===== src/rtl/rpn_stack_ctrl_pkg.sv =====
// Shared types for the RPN stack sequencer: FSM/undo enums, opcode and flag widths.
package rpn_ctrl_pkg;
    localparam int FLAGS_W = 4;

    typedef enum logic [0:0] {ST_IDLE = 1'b0, ST_EXEC = 1'b1} state_t;
    typedef enum logic [0:0] {UNDO_PUSH = 1'b0, UNDO_EXEC = 1'b1} undo_kind_t;
    typedef logic [1:0] opcode_t;
endpackage


===== src/rtl/rpn_stack_ctrl_if.sv =====
// Bundle between the stack sequencer (master) and the external combinational ALU (slave).
interface rpn_stack_ctrl_if #(parameter int WIDTH = 16);
    import rpn_ctrl_pkg::*;

    logic [WIDTH-1:0]   alu_a;
    logic [WIDTH-1:0]   alu_b;
    opcode_t            alu_opcode;
    logic [WIDTH-1:0]   alu_result;
    logic [FLAGS_W-1:0] alu_flags;

    modport master (output alu_a, alu_b, alu_opcode, input alu_result, alu_flags);
    modport slave  (input alu_a, alu_b, alu_opcode, output alu_result, alu_flags);
endinterface


===== src/rtl/rpn_stack_ctrl_rf.sv =====
// DEPTH x WIDTH operand stack storage: one write port, a paired restore port
// (writes rs_addr and rs_addr+1 together) and two combinational read ports.
module rpn_stack_rf #(
    parameter int WIDTH = 16,
    parameter int DEPTH = 4
) (
    input  logic             clk,
    input  logic             reset,
    input  logic             wr_en,
    input  logic [2:0]       wr_addr,
    input  logic [WIDTH-1:0] wr_data,
    input  logic             rs_en,
    input  logic [2:0]       rs_addr,
    input  logic [WIDTH-1:0] rs_lo,
    input  logic [WIDTH-1:0] rs_hi,
    input  logic [2:0]       rd0_addr,
    output logic [WIDTH-1:0] rd0_data,
    input  logic [2:0]       rd1_addr,
    output logic [WIDTH-1:0] rd1_data
);
    logic [WIDTH-1:0] mem [DEPTH];
    logic [2:0]       rs_addr_hi;

    assign rs_addr_hi = rs_addr + 3'd1;

    always_ff @(posedge clk) begin
        for (int i = 0; i < DEPTH; i++) begin
            if (reset)
                mem[i] <= '0;
            else if (rs_en && rs_addr == 3'(i))
                mem[i] <= rs_lo;
            else if (rs_en && rs_addr_hi == 3'(i))
                mem[i] <= rs_hi;
            else if (wr_en && wr_addr == 3'(i))
                mem[i] <= wr_data;
        end
    end

    // Out-of-range addresses (sp below 2 wraps) read as zero.
    always_comb begin
        rd0_data = '0;
        rd1_data = '0;
        for (int i = 0; i < DEPTH; i++) begin
            if (rd0_addr == 3'(i)) rd0_data = mem[i];
            if (rd1_addr == 3'(i)) rd1_data = mem[i];
        end
    end
endmodule


===== src/rtl/rpn_stack_ctrl.sv =====
// RPN operand-stack sequencer: push/exec/undo commands around an external
// combinational ALU, with a single-level undo snapshot.
module rpn_stack_ctrl
    import rpn_ctrl_pkg::*;
#(
    parameter int WIDTH = 16,
    parameter int DEPTH = 4
) (
    input  logic                 clk,
    input  logic                 reset,
    input  logic                 enter_pulse,
    input  logic                 exec_pulse,
    input  logic                 undo_pulse,
    input  logic [WIDTH-1:0]     data_in,
    rpn_stack_ctrl_if.master     alu,
    output logic [WIDTH-1:0]     to_display,
    output logic [FLAGS_W-1:0]   flags,
    output logic [2:0]           depth,
    output logic                 busy,
    output logic                 err
);
    localparam logic [0:0] S_IDLE  = ST_IDLE;
    localparam logic [0:0] S_EXEC  = ST_EXEC;
    localparam logic [2:0] DEPTH_C = 3'(DEPTH);

    logic [0:0]         state;
    logic [2:0]         sp;
    logic [WIDTH-1:0]   alu_a_q, alu_b_q;
    opcode_t            alu_op_q;
    logic               undo_valid;
    undo_kind_t         undo_kind;
    logic [WIDTH-1:0]   saved_a, saved_b;
    logic [FLAGS_W-1:0] saved_flags;

    logic [WIDTH-1:0]   top_data, below_data;
    logic               idle, do_undo, do_exec, do_push, reject;
    logic               wr_en, rs_en;
    logic [2:0]         wr_addr;
    logic [WIDTH-1:0]   wr_data;

    assign idle = (state == S_IDLE);

    // Undo beats exec beats enter; only the winner is judged for acceptance.
    assign do_undo = idle && undo_pulse && undo_valid;
    assign do_exec = idle && !undo_pulse && exec_pulse && (sp >= 3'd2);
    assign do_push = idle && !undo_pulse && !exec_pulse && enter_pulse && (sp < DEPTH_C);
    assign reject  = idle && ((undo_pulse && !undo_valid) ||
                              (!undo_pulse && exec_pulse && sp < 3'd2) ||
                              (!undo_pulse && !exec_pulse && enter_pulse && sp >= DEPTH_C));

    // The EXEC cycle owns the write port to drop the result into stack[sp-2].
    assign wr_en   = do_push || (state == S_EXEC);
    assign wr_addr = (state == S_EXEC) ? sp - 3'd2 : sp;
    assign wr_data = (state == S_EXEC) ? alu.alu_result : data_in;
    assign rs_en   = do_undo && (undo_kind == UNDO_EXEC);

    rpn_stack_rf #(.WIDTH(WIDTH), .DEPTH(DEPTH)) u_rf (
        .clk      (clk),
        .reset    (reset),
        .wr_en    (wr_en),
        .wr_addr  (wr_addr),
        .wr_data  (wr_data),
        .rs_en    (rs_en),
        .rs_addr  (sp - 3'd1),
        .rs_lo    (saved_a),
        .rs_hi    (saved_b),
        .rd0_addr (sp - 3'd1),
        .rd0_data (top_data),
        .rd1_addr (sp - 3'd2),
        .rd1_data (below_data)
    );

    always_ff @(posedge clk) begin
        if (reset) begin
            state       <= S_IDLE;
            sp          <= '0;
            alu_a_q     <= '0;
            alu_b_q     <= '0;
            alu_op_q    <= '0;
            flags       <= '0;
            err         <= 1'b0;
            undo_valid  <= 1'b0;
            undo_kind   <= UNDO_PUSH;
            saved_a     <= '0;
            saved_b     <= '0;
            saved_flags <= '0;
        end else if (state == S_EXEC) begin
            // Operands are untouched during EXEC, so the read ports still hold the pre-exec pair.
            saved_a     <= below_data;
            saved_b     <= top_data;
            saved_flags <= flags;
            flags       <= alu.alu_flags;
            sp          <= sp - 3'd1;
            undo_kind   <= UNDO_EXEC;
            undo_valid  <= 1'b1;
            state       <= S_IDLE;
        end else begin
            if (reject)
                err <= 1'b1;
            if (do_undo) begin
                err        <= 1'b0;
                undo_valid <= 1'b0;
                if (undo_kind == UNDO_PUSH) begin
                    sp <= sp - 3'd1;
                end else begin
                    sp    <= sp + 3'd1;
                    flags <= saved_flags;
                end
            end
            if (do_exec) begin
                err      <= 1'b0;
                alu_a_q  <= below_data;
                alu_b_q  <= top_data;
                alu_op_q <= data_in[1:0];
                state    <= S_EXEC;
            end
            if (do_push) begin
                err        <= 1'b0;
                sp         <= sp + 3'd1;
                undo_kind  <= UNDO_PUSH;
                undo_valid <= 1'b1;
            end
        end
    end

    assign alu.alu_a      = alu_a_q;
    assign alu.alu_b      = alu_b_q;
    assign alu.alu_opcode = alu_op_q;

    assign to_display = (sp == 3'd0) ? '0 : top_data;
    assign depth      = sp;
    assign busy       = (state == S_EXEC);
endmodule


===== src/flat_wrapper.sv =====
// flat-port wrapper written by rule: the top's interface ports become plain ports
module rpn_stack_ctrl_flat import rpn_ctrl_pkg::*;
#(
    parameter int WIDTH = 16,
    parameter int DEPTH = 4
)
  (clk, reset, enter_pulse, exec_pulse, undo_pulse, data_in, to_display, flags, depth, busy, err, alu_alu_a, alu_alu_b, alu_alu_opcode, alu_alu_result, alu_alu_flags);
  rpn_stack_ctrl_if #(.WIDTH(WIDTH)) alu_i ();
  input  logic clk;
  input  logic reset;
  input  logic enter_pulse;
  input  logic exec_pulse;
  input  logic undo_pulse;
  input  logic [WIDTH-1:0] data_in;
  output logic [WIDTH-1:0] to_display;
  output logic [FLAGS_W-1:0] flags;
  output logic [2:0] depth;
  output logic busy;
  output logic err;
  output wire logic [$bits(alu_i.alu_a)-1:0] alu_alu_a;
  output wire logic [$bits(alu_i.alu_b)-1:0] alu_alu_b;
  output wire logic [$bits(alu_i.alu_opcode)-1:0] alu_alu_opcode;
  input wire logic [$bits(alu_i.alu_result)-1:0] alu_alu_result;
  input wire logic [$bits(alu_i.alu_flags)-1:0] alu_alu_flags;
  assign alu_alu_a = alu_i.alu_a;
  assign alu_alu_b = alu_i.alu_b;
  assign alu_alu_opcode = alu_i.alu_opcode;
  assign alu_i.alu_result = alu_alu_result;
  assign alu_i.alu_flags = alu_alu_flags;
  rpn_stack_ctrl #(.WIDTH(WIDTH), .DEPTH(DEPTH)) u_core (.clk(clk), .reset(reset), .enter_pulse(enter_pulse), .exec_pulse(exec_pulse), .undo_pulse(undo_pulse), .data_in(data_in), .alu(alu_i), .to_display(to_display), .flags(flags), .depth(depth), .busy(busy), .err(err));
endmodule

===== config.mk =====
export PLATFORM = sky130hd
export DESIGN_NAME = rpn_stack_ctrl_flat
export DESIGN_NICKNAME = d
export VERILOG_FILES = /design/src/rtl/rpn_stack_ctrl_pkg.sv /design/src/rtl/rpn_stack_ctrl_if.sv /design/src/rtl/rpn_stack_ctrl_rf.sv /design/src/rtl/rpn_stack_ctrl.sv /design/src/flat_wrapper.sv
export SDC_FILE = /design/constraint.sdc
export NUM_CORES = 1
export LEC_CHECK = 0
export ABC_AREA = 1
export CAP_MARGIN = 30
export CORE_AREA = 2 2 153 155
export CTS_CLUSTER_SIZE = 40
export DETAILED_ROUTE_END_ITERATION = 10
export DIE_AREA = 0 0 155 157
export PLACE_DENSITY = 0.68
export SLEW_MARGIN = 20
export SYNTH_ARGS = -nofsm -noshare
export SYNTH_HDL_FRONTEND = slang
export SYNTH_SLANG_ARGS = --single-unit

===== constraint.sdc =====
create_clock -name clk -period 4.1 [get_ports clk]
set_clock_uncertainty 0.15 [all_clocks]
set_input_delay 0.82 -clock clk [delete_from_list [all_inputs] [get_ports clk]]
set_output_delay 0.82 -clock clk [all_outputs]
set_load 0.02 [all_outputs]

==> impl_metrics.yaml <==
run_status:
  status: "finished, final reports clean"
synth:
  seq_area_frac_synth: 0.397
  synthSimpleGateAreaFrac: 0.398
  syn_avg_cell_area_sq_um: 6.54
  synth_nets: 1416
  syn_inst: 1363
  synth-compound-area-share: 0.0659
  muxShareOfSynthArea: 0
  synth_seq_cells: 145
  yosys.area_share.xor_xnor: 0.00281
  synth_top_family_by_area: "simple AND/OR/NAND/NOR gates"
  synth_fa_ha_area_frac: 0.0168
  ys_types: 29
  netlist_area_sq_um: 8920
  ys_warn_count: 0
placed_design:
  portBuffers: 99
  finalWeightedCongestion: 0.874
  hpwl_mm: 19.2
  placed_area_sq_um: 10200
floorplanning:
  design.core.area_sq_um: 22500
  placementRows: 55
  io_pins: 100
  start_util: 0.396
  design.die.area_sq_um: 24300
  die_x_um: 155
  die_y_um: 157
global_route:
  track_usage: 0.248
  grt_pass1_vias: 8453
  grt_max_degree: 76
  grt_overflow: 0
  antenna_found_initial: 0
  grt_pass1_wl_mm: 46.1
pwr:
  power_density_nw_per_um2: 393
  finalPower_mw: 4.26
  peakVddDrop_uv: 242
  leakagePower_nw: 5.00
layout:
  nets: 1490
  final_area_sq_um: 10800
  n_antenna_cell: 0
  area_growth_pct: 21.4
  num-fill-cells: 2208
  drive_gt1_frac: 0.0634
hold_path:
  hp-start: "u_core.saved_flags[1]"
  hold_path.class: "flop to flop"
setup_path:
  crit_type: "flop to output port"
  worstRegToRegCells: 13
  arrival_ns: 2.98
  crit_path_end: "to_display[2]"
  worstReg2RegStart: "u_core.depth[1]"
  endpoint_kind: "output port"
  worstSetupStartpointType: "flop"
  ff2ff_setup_slack_ns: 0.65
  reg2reg_to: "u_core.u_rf.mem[2][13]"
  critPathMaxFanout: 20
  cp.required_ns: 3.13
  crit_path_start: "u_core.depth[1]"
timing:
  final_max_slew_viol_count: 0
  worst_pin_slew_ns: 0.984
  fin_crit_ns: 3.95
  slew_headroom: 0.344
  period_share: 0.964
  finalHoldViolations: 0
  rsz0062_at_grt: "yes"
  timing.fmax_ghz: 0.253
  finalSetupViolations: 0
route:
  vias_per_cell: 5.38
  wl_per_cell_um: 17.2
  drtIter0Drc: 1172
  first_pass_iters: 7
  via_count: 9329
  antenna_left: 0
  wl_mm: 29.8
  drc: 0
clock_tree:
  clk_path_buf_depth: 2
  cts_sinks: 145
  cts_made_buffers: 17
  cts_tree: "done"
  htreeDepth: 4
  clock_latency_ns: 0.44
  cts-root-buf: "clkbuf_16"
  cts.clk_slew.worst_paths_ns: 0.06
run:
  cap_violations: 0
## how the worst min path moves through the flow
stage | to | cells after the start
3_3_place_gp | u_core.saved_flags[1] | 2
2_1_floorplan | u_core.saved_flags[1] | 2
5_1_grt | u_core.saved_flags[1] | 2
4_1_cts | u_core.saved_flags[1] | 2
6_report | u_core.saved_flags[1] | 2
3_5_place_dp | u_core.saved_flags[1] | 2
## worst max-delay path: stages (launching register included)
cell	delay, ns
dfxtp_2	0.42
inv_1	0.14
ha_1	0.23
ha_1	0.32
inv_1	0.09
buf_4	0.28
nand3_1	0.12
nand3_1	0.10
nand2_1	0.08
a21oi_1	0.14
clkdlybuf4s50_1	0.62
## flip-flops by register name, summed over array words and instances (netlist names), 2 cells and up
name,flops
u_core.saved_flags,4
u_core.saved_b,16
u_core.depth,3
u_core.alu.alu_opcode,2
u_core.u_rf.mem,64
u_core.saved_a,16
u_core.alu.alu_b,16
u_core.alu.alu_a,16
u_core.flags,4
## Yosys cell counts (all sizes together)
| cell type | instances | area (sq um) |
|---|---|---|
| ha | 12 | 150 |
| a31oi | 4 | 25.0 |
| nor2 | 250 | 971 |
| nand4 | 87 | 581 |
| edfxtp | 64 | 1920 |
| buf | 44 | 216 |
| nand3 | 126 | 641 |
| xor2 | 1 | 16.3 |
| dfxtp | 81 | 1620 |
| o211ai | 1 | 7.51 |
| clkbuf | 38 | 143 |
| xnor2 | 1 | 8.76 |
| nand2 | 356 | 1350 |
| nor3b | 1 | 7.51 |
| clkinv | 1 | 3.75 |
| inv | 185 | 697 |
| a21oi | 89 | 445 |
| o21ai | 22 | 110 |
## metal layers
metal	GRT usage	vias up	part of all wire
li1	-	4495	-
met1	0.325	4093	0.41
met2	0.384	628	0.42
met3	0.0647	113	0.13
met4	0.112	0	0.042
met5	0	-	0
## final cells by class
class                           instances  area, sq um  share of cell area
Tap cell                              285          357              0.0329
Inverter                              186          704              0.0651
Sequential cell                       145         3550               0.328
Timing Repair Buffer                  137         1340               0.124
Clock inverter                         12          116              0.0108
Clock buffer                           20          447              0.0413
Multi-Input combinational cell        950         4310               0.399
## repair_timing
item                       4_1_cts  5_1_grt
cloned                           0        0
setup buffers                    0        0
hold buffers                     0        0
setup endpoints to repair       16       16
gates resized for setup          3       12
## metrics by stage
stage | instances | setup WS [ns] | hold WS [ns] | util | TNS [ns]
3_5_place_dp | 1703 | 0.304 | 0.308 | 0.454 | 0
4_1_cts | 1735 | 0.0814 | 0.318 | 0.480 | 0
2_1_floorplan | 1363 | 0.409 | 0.291 | - | 0
3_3_place_gp | 1702 | 0.399 | 0.299 | 0.453 | 0
6_report | 1735 | 0.146 | 0.320 | 0.481 | 0
5_1_grt | 1735 | -0.0312 | 0.334 | 0.481 | -0.0603
## where the power goes
group / leakage (nW) / total (mW) / internal, mW / switching, mW
clock network: 0.275 / 1.53 / 0.903 / 0.632
logic: 3.41 / 1.06 / 0.344 / 0.716
registers: 1.32 / 1.66 / 1.61 / 0.0544
total: 5.00 / 4.26 / 2.86 / 1.40
## cells by family after synthesis
group / Yosys count
DFF: 145
buffers and inverters: 268
adders and majority gates: 12
xor gates and xnor gates: 2
and+or+nand+nor: 820
AOI/OAI and AO/OA: 116
## cell usage in the layout, fill, tap and decap left out, types with 2 or more instances in the layout
cell	synthesis	routed
nand2_2	6	6
buf_4	1	35
inv_2	2	2
dlymetal6s2s_1	0	11
a21oi_1	89	89
nand3_2	2	2
nand4_1	84	84
nand3_1	124	124
nand4_4	2	2
bufinv_16	0	2
nor2_4	3	3
clkbuf_16	0	17
nor2_1	243	243
o21ai_0	22	21
clkinv_1	1	3
nand2_1	350	350
clkdlybuf4s50_1	0	87
inv_1	182	181
nor2_2	4	4
a31oi_1	4	4
edfxtp_1	64	64
clkinvlp_4	0	3
clkinv_2	0	5
clkbuf_1	38	2
ha_1	12	12
dfxtp_1	81	79
dfxtp_2	0	2
Power figures use the tool's default switching activity.
